<file path="src/rtl/acc_sample_scheduler_pkg.sv">
// Shared state type, widths and helpers for the accelerometer sample scheduler.
package acc_ctrl_pkg;

    typedef enum logic [1:0] {
        ST_IDLE,
        ST_WAIT_INIT,
        ST_WAIT_TICK,
        ST_WAIT_READ
    } acc_state_e;

    localparam int AXIS_W = 16;
    localparam int SEQ_W  = 8;
    localparam int CNT_W  = 8;

    function automatic logic [CNT_W-1:0] sat_inc(input logic [CNT_W-1:0] v);
        return (v == {CNT_W{1'b1}}) ? v : v + CNT_W'(1);
    endfunction

endpackage

</file>
<file path="src/rtl/acc_sample_scheduler_if.sv">
// Bundle between the sample scheduler, the SPI wrapper and the downstream pipeline.
interface acc_sample_scheduler_if;
    import acc_ctrl_pkg::*;

    logic                     enable;
    logic                     clear_err;
    logic                     acc_done_init;
    logic                     acc_done_read;
    logic signed [AXIS_W-1:0] acc_x;
    logic signed [AXIS_W-1:0] acc_y;
    logic signed [AXIS_W-1:0] acc_z;
    logic                     acc_start;
    logic                     acc_filter_rst;
    logic signed [AXIS_W-1:0] sample_x;
    logic signed [AXIS_W-1:0] sample_y;
    logic signed [AXIS_W-1:0] sample_z;
    logic [SEQ_W-1:0]         sample_seq;
    logic                     sample_valid;
    logic                     sample_ready;
    logic                     timeout_err;
    logic [CNT_W-1:0]         drop_cnt;
    logic [CNT_W-1:0]         miss_cnt;
    logic                     busy;

    modport slave (
        input  enable, clear_err, acc_done_init, acc_done_read,
               acc_x, acc_y, acc_z, sample_ready,
        output acc_start, acc_filter_rst, sample_x, sample_y, sample_z,
               sample_seq, sample_valid, timeout_err, drop_cnt, miss_cnt, busy
    );

    modport master (
        output enable, clear_err, acc_done_init, acc_done_read,
               acc_x, acc_y, acc_z, sample_ready,
        input  acc_start, acc_filter_rst, sample_x, sample_y, sample_z,
               sample_seq, sample_valid, timeout_err, drop_cnt, miss_cnt, busy
    );

endinterface

</file>
<file path="src/rtl/acc_sample_scheduler_tick_gen.sv">
// Sample-rate divider: down-counter with one-cycle tick at terminal count.
module acc_tick_gen #(
    parameter int SAMPLE_DIV = 100000
) (
    input  logic clk,
    input  logic rst,
    input  logic clear_i,
    output logic tick_o
);
    localparam int            CW     = $clog2(SAMPLE_DIV);
    localparam logic [CW-1:0] RELOAD = CW'(SAMPLE_DIV - 1);

    logic [CW-1:0] cnt_q, cnt_d;

    always_comb begin
        if (clear_i || cnt_q == '0) cnt_d = RELOAD;
        else                        cnt_d = cnt_q - CW'(1);
    end

    always_ff @(posedge clk or posedge rst) begin
        if (rst) cnt_q <= RELOAD;
        else     cnt_q <= cnt_d;
    end

    assign tick_o = !clear_i && (cnt_q == '0);

endmodule

</file>
<file path="src/rtl/acc_sample_scheduler.sv">
// Periodic accelerometer read sequencer with one-deep sample register and error supervision.
//   state        | meaning
//   ST_IDLE      | disabled, divider held clear
//   ST_WAIT_INIT | enabled, waiting for sensor init
//   ST_WAIT_TICK | ready, waiting for the next sample tick
//   ST_WAIT_READ | read requested, waiting for done edge or timeout
module acc_sample_scheduler
    import acc_ctrl_pkg::*;
#(
    parameter int SAMPLE_DIV     = 100000,
    parameter int TIMEOUT_CYCLES = 50000
) (
    input logic                    clk,
    input logic                    rst,
    acc_sample_scheduler_if.slave  bus
);
    localparam int            TW       = $clog2(TIMEOUT_CYCLES + 1);
    localparam logic [TW-1:0] TMO_LOAD = TW'(TIMEOUT_CYCLES);

    acc_state_e               state_q, state_d;
    logic                     start_q, start_d;
    logic                     frst_q, frst_d;
    logic                     done_prev_q;
    logic [TW-1:0]            tmo_q, tmo_d;
    logic signed [AXIS_W-1:0] x_q, x_d, y_q, y_d, z_q, z_d;
    logic [SEQ_W-1:0]         seq_q, seq_d, nseq_q, nseq_d;
    logic                     valid_q, valid_d;
    logic                     terr_q, terr_d;
    logic [CNT_W-1:0]         drop_q, drop_d, miss_q, miss_d;
    logic                     tick, capture, timeout, rd_edge;

    acc_tick_gen #(.SAMPLE_DIV(SAMPLE_DIV)) u_tick (
        .clk     (clk),
        .rst     (rst),
        .clear_i (state_q == ST_IDLE),
        .tick_o  (tick)
    );

    assign rd_edge = bus.acc_done_read && !done_prev_q;

    always_comb begin
        state_d = state_q;
        start_d = 1'b0;
        frst_d  = 1'b0;
        tmo_d   = tmo_q;
        capture = 1'b0;
        timeout = 1'b0;
        case (state_q)
            ST_IDLE: if (bus.enable) state_d = ST_WAIT_INIT;
            ST_WAIT_INIT: begin
                if (!bus.enable)           state_d = ST_IDLE;
                else if (bus.acc_done_init) state_d = ST_WAIT_TICK;
            end
            ST_WAIT_TICK: begin
                if (!bus.enable)             state_d = ST_IDLE;
                else if (!bus.acc_done_init) state_d = ST_WAIT_INIT;
                else if (tick) begin
                    state_d = ST_WAIT_READ;
                    start_d = 1'b1;
                    tmo_d   = TMO_LOAD;
                end
            end
            ST_WAIT_READ: begin
                // A read in flight always finishes (or times out) before honouring disable.
                if (rd_edge) begin
                    capture = 1'b1;
                    state_d = bus.enable ? ST_WAIT_TICK : ST_IDLE;
                end else if (tmo_q == '0) begin
                    timeout = 1'b1;
                    frst_d  = 1'b1;
                    state_d = bus.enable ? ST_WAIT_TICK : ST_IDLE;
                end else begin
                    tmo_d = tmo_q - TW'(1);
                end
            end
            default: state_d = ST_IDLE;
        endcase

        x_d     = x_q;
        y_d     = y_q;
        z_d     = z_q;
        seq_d   = seq_q;
        nseq_d  = nseq_q;
        valid_d = valid_q;
        terr_d  = terr_q;
        drop_d  = drop_q;
        miss_d  = miss_q;

        if (valid_q && bus.sample_ready) valid_d = 1'b0;
        if (capture) begin
            if (!valid_q || bus.sample_ready) begin
                x_d     = bus.acc_x;
                y_d     = bus.acc_y;
                z_d     = bus.acc_z;
                seq_d   = nseq_q;
                nseq_d  = nseq_q + SEQ_W'(1);
                valid_d = 1'b1;
            end else begin
                drop_d = sat_inc(drop_q);
            end
        end
        if (timeout) terr_d = 1'b1;
        if (tick && state_q == ST_WAIT_READ) miss_d = sat_inc(miss_q);
        if (bus.clear_err) begin
            terr_d = 1'b0;
            drop_d = '0;
            miss_d = '0;
        end
    end

    always_ff @(posedge clk or posedge rst) begin
        if (rst) begin
            state_q     <= ST_IDLE;
            start_q     <= 1'b0;
            frst_q      <= 1'b0;
            done_prev_q <= 1'b0;
            tmo_q       <= '0;
            x_q         <= '0;
            y_q         <= '0;
            z_q         <= '0;
            seq_q       <= '0;
            nseq_q      <= '0;
            valid_q     <= 1'b0;
            terr_q      <= 1'b0;
            drop_q      <= '0;
            miss_q      <= '0;
        end else begin
            state_q     <= state_d;
            start_q     <= start_d;
            frst_q      <= frst_d;
            done_prev_q <= bus.acc_done_read;
            tmo_q       <= tmo_d;
            x_q         <= x_d;
            y_q         <= y_d;
            z_q         <= z_d;
            seq_q       <= seq_d;
            nseq_q      <= nseq_d;
            valid_q     <= valid_d;
            terr_q      <= terr_d;
            drop_q      <= drop_d;
            miss_q      <= miss_d;
        end
    end

    assign bus.acc_start      = start_q;
    assign bus.acc_filter_rst = frst_q;
    assign bus.sample_x       = x_q;
    assign bus.sample_y       = y_q;
    assign bus.sample_z       = z_q;
    assign bus.sample_seq     = seq_q;
    assign bus.sample_valid   = valid_q;
    assign bus.timeout_err    = terr_q;
    assign bus.drop_cnt       = drop_q;
    assign bus.miss_cnt       = miss_q;
    assign bus.busy           = (state_q == ST_WAIT_READ);

endmodule

</file>
<file path="src/flat_wrapper.sv">
// flat-port wrapper written by rule: the top's interface ports become plain ports
module acc_sample_scheduler_flat import acc_ctrl_pkg::*;
#(
    parameter int SAMPLE_DIV     = 100000,
    parameter int TIMEOUT_CYCLES = 50000
)
  (clk, rst, bus_enable, bus_clear_err, bus_acc_done_init, bus_acc_done_read, bus_acc_x, bus_acc_y, bus_acc_z, bus_sample_ready, bus_acc_start, bus_acc_filter_rst, bus_sample_x, bus_sample_y, bus_sample_z, bus_sample_seq, bus_sample_valid, bus_timeout_err, bus_drop_cnt, bus_miss_cnt, bus_busy);
  acc_sample_scheduler_if bus_i ();
  input logic clk;
  input logic rst;
  input wire logic [$bits(bus_i.enable)-1:0] bus_enable;
  input wire logic [$bits(bus_i.clear_err)-1:0] bus_clear_err;
  input wire logic [$bits(bus_i.acc_done_init)-1:0] bus_acc_done_init;
  input wire logic [$bits(bus_i.acc_done_read)-1:0] bus_acc_done_read;
  input wire logic [$bits(bus_i.acc_x)-1:0] bus_acc_x;
  input wire logic [$bits(bus_i.acc_y)-1:0] bus_acc_y;
  input wire logic [$bits(bus_i.acc_z)-1:0] bus_acc_z;
  input wire logic [$bits(bus_i.sample_ready)-1:0] bus_sample_ready;
  output wire logic [$bits(bus_i.acc_start)-1:0] bus_acc_start;
  output wire logic [$bits(bus_i.acc_filter_rst)-1:0] bus_acc_filter_rst;
  output wire logic [$bits(bus_i.sample_x)-1:0] bus_sample_x;
  output wire logic [$bits(bus_i.sample_y)-1:0] bus_sample_y;
  output wire logic [$bits(bus_i.sample_z)-1:0] bus_sample_z;
  output wire logic [$bits(bus_i.sample_seq)-1:0] bus_sample_seq;
  output wire logic [$bits(bus_i.sample_valid)-1:0] bus_sample_valid;
  output wire logic [$bits(bus_i.timeout_err)-1:0] bus_timeout_err;
  output wire logic [$bits(bus_i.drop_cnt)-1:0] bus_drop_cnt;
  output wire logic [$bits(bus_i.miss_cnt)-1:0] bus_miss_cnt;
  output wire logic [$bits(bus_i.busy)-1:0] bus_busy;
  assign bus_i.enable = bus_enable;
  assign bus_i.clear_err = bus_clear_err;
  assign bus_i.acc_done_init = bus_acc_done_init;
  assign bus_i.acc_done_read = bus_acc_done_read;
  assign bus_i.acc_x = bus_acc_x;
  assign bus_i.acc_y = bus_acc_y;
  assign bus_i.acc_z = bus_acc_z;
  assign bus_i.sample_ready = bus_sample_ready;
  assign bus_acc_start = bus_i.acc_start;
  assign bus_acc_filter_rst = bus_i.acc_filter_rst;
  assign bus_sample_x = bus_i.sample_x;
  assign bus_sample_y = bus_i.sample_y;
  assign bus_sample_z = bus_i.sample_z;
  assign bus_sample_seq = bus_i.sample_seq;
  assign bus_sample_valid = bus_i.sample_valid;
  assign bus_timeout_err = bus_i.timeout_err;
  assign bus_drop_cnt = bus_i.drop_cnt;
  assign bus_miss_cnt = bus_i.miss_cnt;
  assign bus_busy = bus_i.busy;
  acc_sample_scheduler #(.SAMPLE_DIV(SAMPLE_DIV), .TIMEOUT_CYCLES(TIMEOUT_CYCLES)) u_core (.clk(clk), .rst(rst), .bus(bus_i));
endmodule
</file>
<file path="config.mk">
export PLATFORM = sky130hd
export DESIGN_NAME = acc_sample_scheduler_flat
export DESIGN_NICKNAME = d
export VERILOG_FILES = /design/src/rtl/acc_sample_scheduler_pkg.sv /design/src/rtl/acc_sample_scheduler_if.sv /design/src/rtl/acc_sample_scheduler_tick_gen.sv /design/src/rtl/acc_sample_scheduler.sv /design/src/flat_wrapper.sv
export SDC_FILE = /design/constraint.sdc
export NUM_CORES = 1
export LEC_CHECK = 0
export CAP_MARGIN = 20
export CORE_MARGIN = 4
export CORE_UTILIZATION = 49
export CTS_CLUSTER_DIAMETER = 150
export DETAILED_ROUTE_END_ITERATION = 8
export PLACE_DENSITY = 0.79
export SYNTH_ARGS = -nofsm -noshare
export SYNTH_HDL_FRONTEND = slang
export SYNTH_SLANG_ARGS = --single-unit
</file>
<file path="constraint.sdc">
create_clock -name clk -period 4.75 [get_ports clk]
set_clock_uncertainty 0.1 [all_clocks]
set_input_delay 0.475 -clock clk [delete_from_list [all_inputs] [get_ports clk]]
set_output_delay 0.475 -clock clk [all_outputs]
set_load 0.02 [all_outputs]
</file>
Yosys cells after proc, flatten, opt, wreduce, memory -nomap -nowiden. Index checks and enable logic that the tools add are counted.

Multiplexer cells: 38. Reduce and logical (&&, ||, !) cells: 21. Add/sub/neg operators: 5. Equality and inequality tests: 17.

Operator list (number): two-way mux 16 bit (5); two-way mux 8 bit (7); case mux 16 bit (2 select lines) (1); adder 8 x 1 -> 8 bit, second input constant (3); two-way mux 2 bit (9); zero test 17 bit (1); two-way mux 17 bit (1); subtractor 17 x 1 -> 17 bit, second input constant (1); equality test 8 bit, second input constant (2); zero test 16 bit (1); inequality test 2 bit, second input constant (8); subtractor 16 x 1 -> 16 bit, second input constant (1); two-way mux 1 bit (14); case mux 2 bit (4 select lines) (1); nonzero test 2 bit (4); AND reduction 6 bit (1); equality test 2 bit, second input constant (2); logical AND 1 bit (4); inequality test 4 x 3 -> 1 bit, second input constant (1); AND reduction 2 bit (2); AND reduction 4 bit (1); zero test 1 bit (3); inequality test 3 x 1 -> 1 bit, second input constant (1); inequality test 3 bit, second input constant (1); other kinds (5) (6).

Input port bits: 55. Output and inout bits: 77. Word-level logic and storage cells: 96. Register bits after elaboration: 120.

Depth between registers and ports, before layout. Gate-level depths: netlist of the first run.

Depth in word-level cells: 7. Depth in mapped cells: 8.

Modules after synthesis. From an unflattened synthesis of the first run, not the netlist that was laid out.

Cell total of the unflattened synthesis: 450. Area total of the unflattened synthesis: 5450.2 um2.

Modules (own cells, without submodules): acc_sample_scheduler (cells each 363, times used 1, area each 4548.1 um2, sequential area each 2577.5 um2); acc_tick_gen (cells each 87, times used 1, area each 902.1 um2, sequential area each 437.9 um2).

Least setup slack after synthesis of the first run. OpenSTA, ideal clock, no wires.

Path type: register to register. Start point: register u_core.u_tick.cnt_q[5]. End point: register u_core.miss_q[6] (netlist: u_core.bus.miss_cnt[6]). Required time: 4.572 ns. Arrival: 2.508 ns. Cell stages (with the launch flop): 7. Path slack: 2.064 ns. Library setup time: 0.078 ns. Path buffers: 1. Cells stage by stage: dfrtp_1 > or4_4 > or4_4 > or3_1 > buf_2 > or4_1 > a21oi_1.

Word-level cells in the longest chain between the ends: 5.

RTL lines: start: declaration (line acc_sample_scheduler_tick_gen.sv:13) `logic [CW-1:0] cnt_q, cnt_d;`; start signal: assignment (line acc_sample_scheduler_tick_gen.sv:22) `else cnt_q <= cnt_d;`; zero test 17 bit (line acc_sample_scheduler_tick_gen.sv:25) `assign tick_o = !clear_i && (cnt_q == '0);`; logical AND 1 bit (line acc_sample_scheduler_tick_gen.sv:25); logical AND 1 bit (line acc_sample_scheduler.sv:103) `if (tick && state_q == ST_WAIT_READ) miss_d = sat_inc(miss_q);`; nonzero test 2 bit (no source line); AND reduction 2 bit (no source line); end signal: assignment (line acc_sample_scheduler.sv:141) `miss_q <= miss_d;`; end: declaration (line acc_sample_scheduler.sv:29) `logic [CNT_W-1:0] drop_q, drop_d, miss_q, miss_d;`.

No other way between the ends. A chain may end at the register's enable or synchronous reset.

Final worst setup path of the first run. Same ends and word-level chain as after synthesis.

==> flow_summary.yaml, run 1 <==
grt:
  gr-total-overflow: 0
  grt_pass1_wl_mm: 20.4
  use_met1_pct: 24.4
  grt_usage_pct: 20.7
  met3_usage_pct: 6.11
  antenna_found_initial: 0
  grt_busiest_layer: "met2"
  grt_max_degree: 70
  grt_use_met2_pct: 35.2
  first_global_vias: 4082
die:
  ios: 132
  fp.dieArea_um2: 12300
  row_count: 37
  start_util_pct: 50.2
  die_h_um: 111
  die_w_um: 111
  core_um2: 10300
logic_synthesis:
  syn_inst: 435
  synth_nets: 497
  async_flop_share_pct: 100
  yosysWarningCount: 0
  yosys.area.top_type_share_pct: 53.1
  synth-edff-count: 0
  ys_ff_latch: 120
  syn_area_per_cell_um2: 11.9
  yosysTopAreaCell: "dfrtp_1"
  synthTopCellsByCount: "110 x dfrtp_1, 57 x mux2_2, 36 x nor2_1"
  synthTopCellsByArea: "dfrtp_1 53%, mux2_2 12%, dfstp_2 5.1%, xnor2_1 3.5%, nor2_1 2.6%"
  dominantRegCellSynth: "dfrtp_1"
  syn-cell-area_um2: 5190
  synth_cell_types: 44
  synth.most_common_cell: "dfrtp_1"
  ys_seq_area_share_pct: 58.1
sta:
  setup_viol_count_final: 0
  hold_viol_final: 0
  worstMarginPinSlew_ns: 0.964
  period_share_pct: 59.9
  slew_headroom_pct: 35.3
  period_needed_ns: 2.85
  tns_ns: 0
  rsz0062_at_grt: "no"
  slew_viol_final: 0
  fmaxAchievable_ghz: 0.351
critical_path:
  criticalPathCategory: "reg -> reg"
  worstPathMaxFanout: 8
  worstPathRequired_ns: 5.08
  worst-path-buf-inv: 0
  cp_cell_sequence: "or4_4 -> or4_4 -> or3_1 -> or4_1 -> a21oi_1"
  cp_slowest_cell: "or4_4"
  arrival_ns: 3.18
  critPathTopFamily: "simple AND/OR/NAND/NOR gates"
  cp-end-kind: "flop"
  startpoint_type: "flop"
  cp_common_cell: "or4_4"
  slowest_delay_ns: 0.57
finish:
  stdcell_count: 721
  layout-drive-gt1-share_pct: 17.3
  nNetsFinal: 634
  stdcell_area_um2: 7160
  finish.utilization_pct: 69.4
  diodes: 0
  syn2layout_area_growth_pct: 38.1
route:
  ant_nets: 0
  via_per_inst: 5.35
  wl_per_cell_um: 16.7
  wirelength_mm: 12.0
  drc: 0
  drt-initial-drc-count: 220
  dr.pass1.iters: 4
  num_vias: 3859
clock_tree:
  cts_setup_buffers: 0
  clock_tree.buffer_depth: 2
  cts_buffers: 17
  cts_resized: 0
  clock-sinks: 120
  clk_pin_slew_ns: 0.06
  postCtsHoldBufs: 0
  cts_root_buf: "clkbuf_8"
  clk_latency_ns: 0.51
  h-tree-depth: 4
  cts_tree: "yes"
run_status:
  status: "finished clean"
placement:
  place_congestion: 0.797
  port_buffers: 131
  dp_hpwl_mm: 8.58
  dpl-instance-area_um2: 6640
  placed_cells: 689
power_and_ir_drop:
  p_leak_nw: 3.10
  finalPower_mw: 3.53
  powerDensity_nw_per_um2: 493
  ir_drop_mv: 0.348
min_path:
  min_path_type: "reg -> reg"
run:
  drv_cap: 0
-- area by class of cell --
type / instances / area [um2]
Timing Repair Buffer: 135 / 1340
Sequential cell: 120 / 3020
Multi-Input combinational cell: 288 / 2080
Clock inverter: 4 / 45.0
Clock buffer: 28 / 475
Fill cell: 756 / 3160
Inverter: 10 / 40.0
Tap cell: 136 / 170
-- where the power goes --
part	internal [mW]	total (mW)	switching, mW
registers	1.26	1.42	0.164
clock network	0.718	1.13	0.411
logic	0.507	0.982	0.475
-- final timing paths --
| path | cells after the start | start | end | slack (ns) |
|---|---|---|---|---|
| min in group asynchronous | 2 | rst | u_core.bus.sample_x[8] | 0.40 |
| setup / recovery | 5 | u_core.u_tick.cnt_q[5] | u_core.bus.miss_cnt[6] | 1.90 |
| setup reg to reg | 5 | u_core.u_tick.cnt_q[5] | u_core.bus.miss_cnt[6] | 1.90 |
| hold / removal | 1 | u_core.u_tick.cnt_q[0] | u_core.u_tick.cnt_q[0] | 0.36 |
| max in group asynchronous | 3 | rst | u_core.u_tick.cnt_q[7] | 3.23 |
| hold reg to reg | 1 | u_core.u_tick.cnt_q[0] | u_core.u_tick.cnt_q[0] | 0.36 |
-- sequential cells by signal, summed over array words and instances, names as in the netlist, 2 cells and up --
name	flops
u_core.u_tick.cnt_q	17
u_core.bus.sample_x	16
u_core.bus.sample_y	16
u_core.bus.sample_z	16
u_core.tmo_q	16
u_core.bus.drop_cnt	8
u_core.bus.miss_cnt	8
u_core.bus.sample_seq	8
u_core.nseq_q	8
u_core.state_q	2
-- per-layer routing --
metal	share of wire, %	vias up
li1	-	1820
met1	41	1916
met2	52	103
met3	5.1	20
met4	2.1	0
met5	0	-
-- kinds of logic after synthesis --
logic type,Yosys count,share of synthesized area (%)
xor gates and xnor gates,31,5.23
adders and majority gates,7,1.69
muxes,59,12.8
AOI/OAI and AO/OA,53,6.44
DFF,120,58.1
buffers and inverters,27,1.98
and+or+nand+nor,138,13.8
-- metrics by stage --
stage	hold WS (ns)	worst slack, ns
5_1_grt	0.347	1.81
3_5_place_dp	0.346	1.82
2_1_floorplan	0.328	1.01
3_3_place_gp	0.337	1.88
6_report	0.362	1.90
4_1_cts	0.334	1.89
-- placed cells by master, fill, tap and decap left out, types with 4 or more instances in the layout --
| master | synthesis | final |
|---|---|---|
| nand2_1 | 25 | 25 |
| nand4_1 | 7 | 7 |
| buf_4 | 0 | 4 |
| nor2_1 | 36 | 36 |
| clkdlybuf4s50_1 | 0 | 131 |
| and3_1 | 7 | 7 |
| xor2_1 | 10 | 10 |
| ha_1 | 7 | 7 |
| clkbuf_16 | 0 | 16 |
| nor3_1 | 17 | 17 |
| clkbuf_1 | 15 | 9 |
| nor4_1 | 8 | 8 |
| a211oi_1 | 4 | 4 |
| dfstp_2 | 10 | 10 |
| nand3_1 | 9 | 9 |
| mux2_2 | 57 | 57 |
| o21ai_0 | 11 | 11 |
| or3_1 | 8 | 8 |
| inv_1 | 10 | 9 |
| a21oi_1 | 16 | 16 |
| dfrtp_1 | 110 | 110 |
| xnor2_1 | 21 | 21 |
| o21a_1 | 4 | 4 |
| o31ai_1 | 5 | 5 |
(Power assumes the default switching activity.)
==> inputs of run 2 (changes only) <==
Settings changed: CORE_UTILIZATION 49 to 44, PLACE_DENSITY 0.79 to 0.75.
Clock period 4.75 ns to 2.4 ns, I/O delays scaled along.
==> run 2 against run 1 <==
The run now ends with setup timing left. Die area increased by 11%. Maximum frequency increased by 11%. Routed wire length grew 3.8%. Clock power grew 120%. Flip-flop and latch count is the same. Global-route usage down 1.7 points. Sequential power up 98%. Critical path depth did not move. Total power rose by 110%. Non-clock buffer count increased by 32. Hold slack got worse by 0.12 ns. Via count rose by 1.0%. Critical path type unchanged. Critical endpoint unchanged. Largest power group unchanged.
==> flow_summary.yaml, run 2 (same netlist as run 1, synthesis figures left out) <==
route:
  via_per_inst: 5.13
  drt-initial-drc-count: 230
  num_vias: 3898
  wirelength_mm: 12.5
  dr.pass1.iters: 4
  wl_per_cell_um: 16.4
  ant_nets: 0
  drc: 0
die:
  start_util_pct: 45.2
  core_um2: 11500
  row_count: 39
  die_h_um: 117
  die_w_um: 117
  fp.dieArea_um2: 13600
  ios: 132
critical_path:
  startpoint_type: "flop"
  slowest_delay_ns: 0.51
  worstPathMaxFanout: 5
  critPathTopFamily: "simple AND/OR/NAND/NOR gates"
  arrival_ns: 2.78
  criticalPathCategory: "reg -> reg"
  worst-path-buf-inv: 0
  cp_slowest_cell: "or4_4"
  worstPathRequired_ns: 2.62
  cp_cell_sequence: "or4_4 -> or4_4 -> or3_4 -> or4_1 -> a21oi_1"
  cp-end-kind: "flop"
  cp_common_cell: "or4_4"
finish:
  layout_commonest_cell: "clkdlybuf4s50_1"
  diodes: 0
  top_register: "u_core.u_tick.cnt_q"
  stdcell_area_um2: 7630
  layout-drive-gt1-share_pct: 24.6
  stdcell_count: 760
  largest_reg_flops: 17
  nNetsFinal: 666
  final_cell_mix: "131 x clkdlybuf4s50_1, 110 x dfrtp_1, 57 x mux2_2"
  nFillCells: 867
  syn2layout_area_growth_pct: 47.2
sta:
  slew_viol_final: 0
  hold_viol_final: 0
  rsz0062_at_grt: "yes"
  slew_headroom_pct: 58.0
  period_needed_ns: 2.56
  worstMarginPinSlew_ns: 0.624
  period_share_pct: 106
  fmaxAchievable_ghz: 0.391
  fin_ws_ns: -0.156
  setup_viol_count_final: 7
run_status:
  failed_checks: "setup timing"
  status: "complete, but fails checks"
run:
  drv_cap: 0
clock_tree:
  clock-sinks: 120
  h-tree-depth: 4
  clock_tree.buffer_depth: 2
  clk_latency_ns: 0.41
  cts_tree: "yes"
  cts_buffers: 17
  cts_root_buf: "clkbuf_16"
  clk_pin_slew_ns: 0.05
placement:
  dp_hpwl_mm: 8.76
  dpl-instance-area_um2: 6930
  placed_cells: 724
  place_congestion: 0.791
  port_buffers: 131
min_path:
  min_path_type: "in -> reg"
power_and_ir_drop:
  p_leak_nw: 3.32
  ir_drop_mv: 0.627
  powerDensity_nw_per_um2: 958
grt:
  gr-total-overflow: 0
  first_global_vias: 4188
  grt_pass1_wl_mm: 20.0
  grt_usage_pct: 18.9
  antenna_found_initial: 0
  grt_max_degree: 71
[run 2: changes by cell type in the layout (fill, tap and decap cells not counted), sizes merged]
cell / before / now
clkbuf: 28 / 23
buf: 4 / 35
dlygate4sd3: 0 / 1
clkinvlp: 0 / 2
clkinv: 3 / 6
inv: 10 / 9
bufinv: 1 / 2
[run 2: cell type report]
class	instances	area [um2]	share of cell area, %
Clock buffer	23	478	6.26
Clock inverter	9	97.6	1.28
Inverter	10	43.8	0.574
Multi-Input combinational cell	288	2160	28.3
Sequential cell	120	3020	39.5
Tap cell	143	179	2.34
Timing Repair Buffer	167	1660	21.8
[run 2: power by group]
part / internal (mW) / leakage, nW / switching, mW
Clock: 1.60 / 0.286 / 0.855
Combinational: 1.07 / 1.48 / 0.984
Sequential: 2.49 / 1.55 / 0.321
Total: 5.15 / 3.32 / 2.16
[run 2: metal layers]
layer  vias up  track usage, %  routed length (um)
li1       1882               -                   -
met1      1924            21.2                4860
met2        74            34.2                6890
met3        18            5.34                 507
met4         0            7.03                 201
met5         -               0                   0
[run 2: worst register-to-register path, delay by kind of cell, from the launching register on]
kind | cells | cell delay [ns]
simple gates | 4 | 1.84
compound gates | 1 | 0.15
flops | 1 | 0.38
[run 2: final timing paths]
path	depth (start not counted)	startpoint	slack, ns	to
min reg2reg	1	u_core.u_tick.cnt_q[0]	0.35	u_core.u_tick.cnt_q[0]
min in group asynchronous	3	rst	0.57	u_core.bus.sample_x[7]
min	1	bus_acc_done_read	0.24	u_core.done_prev_q
max in group asynchronous	4	rst	0.84	u_core.bus.sample_z[12]
max	5	u_core.u_tick.cnt_q[5]	-0.16	u_core.bus.miss_cnt[6]
max reg2reg	5	u_core.u_tick.cnt_q[5]	-0.16	u_core.bus.miss_cnt[6]
[run 2: repair_timing]
| item | CTS | global route |
|---|---|---|
| setup endpoints to repair | 26 | 40 |
| gates resized for setup | 14 | 12 |
| setup buffers | 3 | 2 |
| endpoints found under the hold margin | 7 | 0 |
| pin swaps | 9 | 2 |
| hold buffers | 1 | 0 |
[run 2: stage by stage]
| stage | worst slack [ns] | util [%] | setup TNS, ns | total power [mW] | hold slack (ns) |
|---|---|---|---|---|---|
| floorplan | -0.237 | - | -1.23 | 3.82 | 0.171 |
| global placement | -0.160 | 60.4 | -1.03 | 4.78 | 0.336 |
| detailed placement | -0.241 | 60.4 | -2.08 | 4.86 | 0.338 |
| CTS | -0.155 | 66.0 | -0.600 | 7.38 | 0.224 |
| global route | -0.234 | 66.6 | -1.14 | 7.67 | 0.243 |
| finish | -0.156 | 66.6 | -0.501 | 7.31 | 0.237 |
